--- src/rtl/r2sdf_bf_stage.sv ---
// Radix-2 SDF decimation-in-frequency butterfly that drives an external feedback delay line of depth N.
// Fill half: inputs go to the delay line and the previous frame's differences come out. Butterfly half: sums come out.
module r2sdf_bf_stage #(
    parameter int BW = 16,
    parameter int N  = 64,
    parameter int CW = 7
) (
    input  logic                clk,
    input  logic                reset_n,
    input  logic                in_valid,
    input  logic [BW-1:0]       in_re,
    input  logic [BW-1:0]       in_im,
    output logic                dl_shift,
    output logic [2*(BW+1)-1:0] dl_in,
    input  logic [2*(BW+1)-1:0] dl_out,
    output logic                out_valid,
    output logic [BW:0]         out_re,
    output logic [BW:0]         out_im,
    output logic                out_diff,
    output logic [CW-2:0]       out_k,
    output logic                out_sof
);

    localparam logic [CW-1:0] LP_CNT_HALF = CW'(N);
    localparam logic [CW-1:0] LP_CNT_LAST = CW'(2 * N - 1);

    logic [CW-1:0] r_cnt;
    logic          r_primed;

    logic          w_fill;
    logic [BW:0]   w_xr;
    logic [BW:0]   w_xi;
    logic [BW:0]   w_dr;
    logic [BW:0]   w_di;
    logic [BW:0]   w_sum_re;
    logic [BW:0]   w_sum_im;
    logic [BW:0]   w_dif_re;
    logic [BW:0]   w_dif_im;
    logic [BW:0]   w_cand_re;
    logic [BW:0]   w_cand_im;

    assign w_xr = {in_re[BW-1], in_re};
    assign w_xi = {in_im[BW-1], in_im};
    assign w_dr = dl_out[2*BW+1:BW+1];
    assign w_di = dl_out[BW:0];

    // BW-bit operands widened by one bit, so neither sum nor difference can wrap.
    assign w_sum_re = w_dr + w_xr;
    assign w_sum_im = w_di + w_xi;
    assign w_dif_re = w_dr - w_xr;
    assign w_dif_im = w_di - w_xi;

    assign w_fill   = (r_cnt < LP_CNT_HALF);
    assign dl_shift = in_valid;

    always_comb begin
        // NOTE: every signal gets a default first, so no path through the block leaves a latch.
        dl_in     = {w_dif_re, w_dif_im};
        w_cand_re = w_sum_re;
        w_cand_im = w_sum_im;
        if (w_fill) begin
            dl_in     = {w_xr, w_xi};
            w_cand_re = w_dr;
            w_cand_im = w_di;
        end
    end

    // NOTE: sequential state uses non-blocking assignments, so every flop samples pre-edge values.
    always_ff @(posedge clk or negedge reset_n) begin
        if (!reset_n) begin
            r_cnt     <= '0;
            r_primed  <= 1'b0;
            out_valid <= 1'b0;
            out_re    <= '0;
            out_im    <= '0;
            out_diff  <= 1'b0;
            out_k     <= '0;
            out_sof   <= 1'b0;
        end else if (in_valid) begin
            r_cnt     <= r_cnt + CW'(1);
            if (r_cnt == LP_CNT_LAST) begin
                r_primed <= 1'b1;
            end
            // Differences exist only once a whole frame has been through the delay line.
            out_valid <= !w_fill || r_primed;
            out_re    <= w_cand_re;
            out_im    <= w_cand_im;
            out_diff  <= w_fill;
            out_k     <= w_fill ? r_cnt[CW-2:0] : '0;
            out_sof   <= (r_cnt == LP_CNT_HALF);
        end else begin
            out_valid <= 1'b0;
        end
    end

endmodule

--- config.mk ---
export PLATFORM = sky130hd
export DESIGN_NAME = r2sdf_bf_stage
export DESIGN_NICKNAME = d
export VERILOG_FILES = /design/src/rtl/r2sdf_bf_stage.sv
export SDC_FILE = /design/constraint.sdc
export NUM_CORES = 1
export LEC_CHECK = 0
export BUFFER_PORTS_ARGS = -buffer_cell sky130_fd_sc_hd__buf_2
export CAP_MARGIN = 20
export CELL_PAD_IN_SITES_DETAIL_PLACEMENT = 1
export CELL_PAD_IN_SITES_GLOBAL_PLACEMENT = 1
export CORE_MARGIN = 2
export CORE_UTILIZATION = 40
export DETAILED_ROUTE_END_ITERATION = 12
export PLACE_DENSITY_LB_ADDON = 0.1
export SETUP_SLACK_MARGIN = 0.02
export SLEW_MARGIN = 20
export SYNTH_ARGS = -nofsm -noshare
export SYNTH_HDL_FRONTEND = slang
export SYNTH_SLANG_ARGS = --single-unit
--- constraint.sdc ---
create_clock -name clk -period 4.05 [get_ports clk]
set_clock_uncertainty 0.2 [all_clocks]
set_input_delay 0.81 -clock clk [delete_from_list [all_inputs] [get_ports clk]]
set_output_delay 0.81 -clock clk [all_outputs]
set_load 0.005 [all_outputs]
# Yosys cells after proc, flatten, opt, wreduce, memory -nomap -nowiden
# Cells that the tools add are included.
[classes]
mux = 5
magnitude_cmp = 1
add_sub_neg = 5
eq_ne = 2
multipliers = 0
n_reduce_logical = 3
bitwise = 0
shift = 0
div = 0
[ops]
columns = ["operator", "n"]
rows = [
  ["17-bit adder", 2],
  ["17-bit two-way mux", 2],
  ["34-bit two-way mux", 1],
  ["17-bit subtractor", 2],
  ["7-bit == test (second input constant)", 2],
  ["7-bit by 1-bit adder with 7-bit output (second input constant)", 1],
  ["7-bit less-than comparator (second input constant)", 1],
  ["6-bit two-way mux", 1],
  ["2-bit AND reduction", 1],
  ["1-bit logical NOT", 1],
  ["1-bit logical OR", 1],
  ["1-bit two-way mux", 1],
]
[totals]
out_inout_bits = 78
input_bits = 69
ramBits = 0
mem_bits_ro = 0
memories = 0
reg_bits = 51
word_cells = 24
latch_bits = 0

# Longest topological paths before layout
[logic_depth]
ltp_word = 4
ltp_mapped = 11
mapped_depth_nobuf = 11

# Worst setup path after synthesis
# No wires, ideal clock.
[synth_timing]
path_kind = "input-to-output"
from = "input port in_im[6]"
to = "output port dl_in[13]"
path_stages = 9
setup_slack_ns = 0.326
required_ns = 3.040
t_arrival_ns = 2.714
n_path_buf = 1
cell_sequence = "inv_1 -> ha_1 -> buf_2 -> a2111oi_0 -> a21oi_1 -> a311o_1 -> o31ai_1 -> nand4b_1 -> o211ai_1"
[synth_via]
elab_chain_cells = 2
[synth_rtl]
columns = ["item", "line", "text"]
rows = [
  ["start: declaration", "12", "input logic [BW-1:0] in_im,"],
  ["17-bit subtractor", "51", "assign w_dif_im = w_di - w_xi;"],
  ["34-bit two-way mux", "61", "if (w_fill) begin"],
  ["end: declaration", "14", "output logic [2*(BW+1)-1:0] dl_in,"],
]
# No other way between the ends.

# Final worst setup path
[layout_timing]
from = "input port in_im[1]"
to = "output port dl_in[11]"
# The elaborated chain is that of the path after synthesis.

==> impl_metrics.ini <==
[synth]
synthTopCellsByArea = dfrtp_1, ha_1, a21oi_1
synth.yosys.warnings = 0
synth_area_leader_cell = dfrtp_1
syn-num-nets = 912
yosys-top-cells-count = a21oi_1, inv_1, nor2_1
ys_ff_latch = 51
ys_types = 57
ys_async_sr_fraction_pct = 100
yosysMostFrequentCell = a21oi_1
ys.flop_type = dfrtp_1
ys_seq_area_share_pct = 21.5
syn-cell-area_mm2 = 0.00594
avgSynthCellArea_um2 = 7.68
synth_top_area_share_pct = 21.5
synth_edf_count = 0
netlist_instances = 773

[finish]
nets = 1066
multi_input_area_mm2 = 0.00432
n_antenna_cell = 0
utilization_pct = 50.7
drive_gt1_share_pct = 26.9
regArea_mm2 = 0.00128
layout-area-overhead-vs-synth_pct = 24.1
fillers = 1847

[power]
swShare_pct = 41.0
p_comb_share_pct = 52.6
cellPowerDensity_mw_per_mm2 = 348
power_frac_seq_pct = 29.9
p_switching_mw = 1.05
p_leak_nw = 3.63
p_clk_share_pct = 17.5
peakVddDrop_uv = 173
intPower_mw = 1.51

[critical_path]
crit_fanout = 2
crit_path_end_kind = primary output
cp.required_ns = 3.04
critical_path.cell_chain = buf_2 > inv_2 > ha_4 > nor2b_1 > o21a_1 > o21ai_1 > buf_4 > a21oi_2 > a311o_1 > buf_6 > a21oi_4 > xor2_1 > mux2i_1 > buf_2
critPathMostFrequentCell = buf_2
rrSetupSlack_ns = 1.63
worstSetupStartpointType = primary input
critical_path_class = primary input to primary output
max_stage_delay_ns = 0.42
arrival_ns = 2.94
cpMaxStageDelayCell = a311o_1

[route]
drc_errors = 0
wire_per_inst_um = 17.5
num_vias = 6135
via_per_inst = 5.52
first_pass_iters = 4
drtIter0Drc = 293
antenna_left = 0
drt-total-wl_um = 19500

[clocking]
clk_pin_slew_worst_paths_ns = 0.08
postCtsHoldBufs = 0
clock-sinks = 51
root_buffer = clkbuf_16
cts_max_level = 2
clock_latency_ns = 0.30
cts-buffers-inserted = 5
clockBufferDepth = 2
cts_tree = built

[die]
core_area_mm2 = 0.0145
boundaryPins = 147
die_area_mm2 = 0.0158
die_h_um = 126
die_w_um = 126
start_util_pct = 40.9
core.rowCount = 44

[place]
io_buffers = 146
post-place-ws_ns = -0.201
globalplace.congestion = 0.866
dp_hpwl_um = 15500

[status]
outcome = completed

[global_route]
grt_pass1_wl_um = 32100
grt_pass1_vias = 6512
grt.overflow.total = 0
antenna_found_initial = 0
grt_max_degree = 82
grtUsageTotal_pct = 24.4

[timing]
relSlewSlack_pct = 47.1
finalSetupTns_ns = 0
setup_violations = 0
fin_hold_ws_ns = 0.279
worst-slew-pin-transition_ns = 0.793
period_share_pct = 97.6
hold_viol = 0
slew_violations = 0
finalWorstSetupSlack_ns = 0.0988
period_needed_ns = 3.95
timing.fmax_mhz = 253

[run]
maxCapViolCount = 0

[worst_hold_path]
min_path_type = flip-flop to flip-flop
## final cells by class
class | instances | share of cell area, %
multi-input cells | 600 | 58.6
flip-flops and latches | 51 | 17.4
repair buffers | 189 | 14.7
inverters | 80 | 4.07
well taps | 184 | 3.12
clock buffers | 5 | 1.70
clock inverters | 3 | 0.390
## critical path, delay by kind of cell
family	cells	cell delay (ns)
xor gates and xnor gates	1	0.15
adders and majority gates	1	0.20
and+or+nand+nor	1	0.12
buffers and inverters	5	0.65
muxes	1	0.09
AOI/OAI and AO/OA	5	0.93
## per-stage QoR
step / cells / power (mW) / instance area, µm²
finish: 1112 / 2.57 / 7370
global route: 1112 / 2.78 / 7370
CTS: 1110 / 2.58 / 7260
detailed placement: 1102 / 2.10 / 7070
global placement: 1102 / 2.04 / 7070
floorplan: 773 / 1.54 / 5940
## metal layers
metal	wire length, µm	part of all wire, %	vias to the layer above	global-route usage (%)
met2	10000	51	128	45.5
met3	705	3.6	22	2.34
met4	250	1.3	0	5.37
li1	-	-	2998	-
met5	0	0	-	0
met1	8490	44	2987	30.4
## what timing repair did
action / CTS / global route
setup buffers: 0 / 2
endpoints found under the setup margin: 10 / 12
cloned: 0 / 0
endpoints found under the hold margin: 0 / 0
pin swaps: 8 / 16
gates resized for setup: 15 / 22
## power by group through the flow
stage / sequential, mW / combinational, mW / clock, mW
3_3_place_gp: 0.771 / 1.27 / 0
4_1_cts: 0.769 / 1.34 / 0.466
5_1_grt: 0.792 / 1.50 / 0.481
3_5_place_dp: 0.779 / 1.32 / 0
6_report: 0.767 / 1.35 / 0.448
2_1_floorplan: 0.756 / 0.781 / 0
## kinds of logic (layout without fill, tap and decap cells)
family | after synthesis | in the layout | share of synthesized area, %
AO/OA/AOI/OAI | 239 | 239 | 25.1
XOR/XNOR | 50 | 50 | 7.37
adder cells (fa/ha/maj) | 70 | 70 | 15.3
buffers and inverters | 122 | 277 | 7.86
flip-flops | 51 | 51 | 21.5
multiplexers | 32 | 32 | 5.73
AND/OR/NAND/NOR | 209 | 209 | 17.2
## sequential cells by signal (all words and copies together) (netlist names)
| name | cells |
|---|---|
| out_im | 17 |
| out_diff | 1 |
| out_sof | 1 |
| out_k | 6 |
| r_cnt | 7 |
| out_valid | 1 |
| out_re | 17 |
| r_primed | 1 |
## cell usage in the layout (no fill, tap or decap), types with 4 or more instances in the layout
cell / Yosys / final
buf_2: 4 / 145
a21oi_1: 91 / 87
inv_1: 79 / 78
nor2_1: 69 / 69
ha_1: 66 / 64
dfrtp_1: 51 / 50
o21ai_0: 54 / 45
xnor2_1: 41 / 41
buf_4: 1 / 41
nand2_1: 36 / 36
nand3_1: 22 / 22
nor2b_1: 22 / 21
o21bai_1: 17 / 17
mux2i_1: 16 / 16
mux2_2: 16 / 16
nand2b_1: 16 / 15
a21o_1: 9 / 9
nand4_1: 9 / 9
nor3_1: 9 / 9
xor2_1: 9 / 9
o21ai_1: 2 / 7
o211ai_1: 7 / 7
a31oi_1: 10 / 7
o221ai_1: 6 / 6
nor4_1: 6 / 6
o31ai_1: 8 / 6
a31o_2: 6 / 6
o21ba_2: 5 / 5
or3_1: 5 / 5
o21ai_2: 1 / 5
clkbuf_16: 0 / 5
or4_1: 4 / 4
o21a_1: 4 / 4
## path summary, 6_finish.rpt
kind / from / endpoint / cells after the start
min reg2reg: r_primed$_DFFE_PN0P_ / r_primed$_DFFE_PN0P_ / 1
max: in_im[1] / dl_in[11] / 14
min: r_primed$_DFFE_PN0P_ / r_primed$_DFFE_PN0P_ / 1
max reg2reg: r_cnt[6]$_DFFE_PN0P_ / out_im[16]$_DFFE_PN0P_ / 7
min in group asynchronous: reset_n / out_re[12]$_DFFE_PN0P_ / 1
max in group asynchronous: reset_n / out_k[0]$_DFFE_PN0P_ / 2
Note: power is estimated with default switching activity, not from simulation.
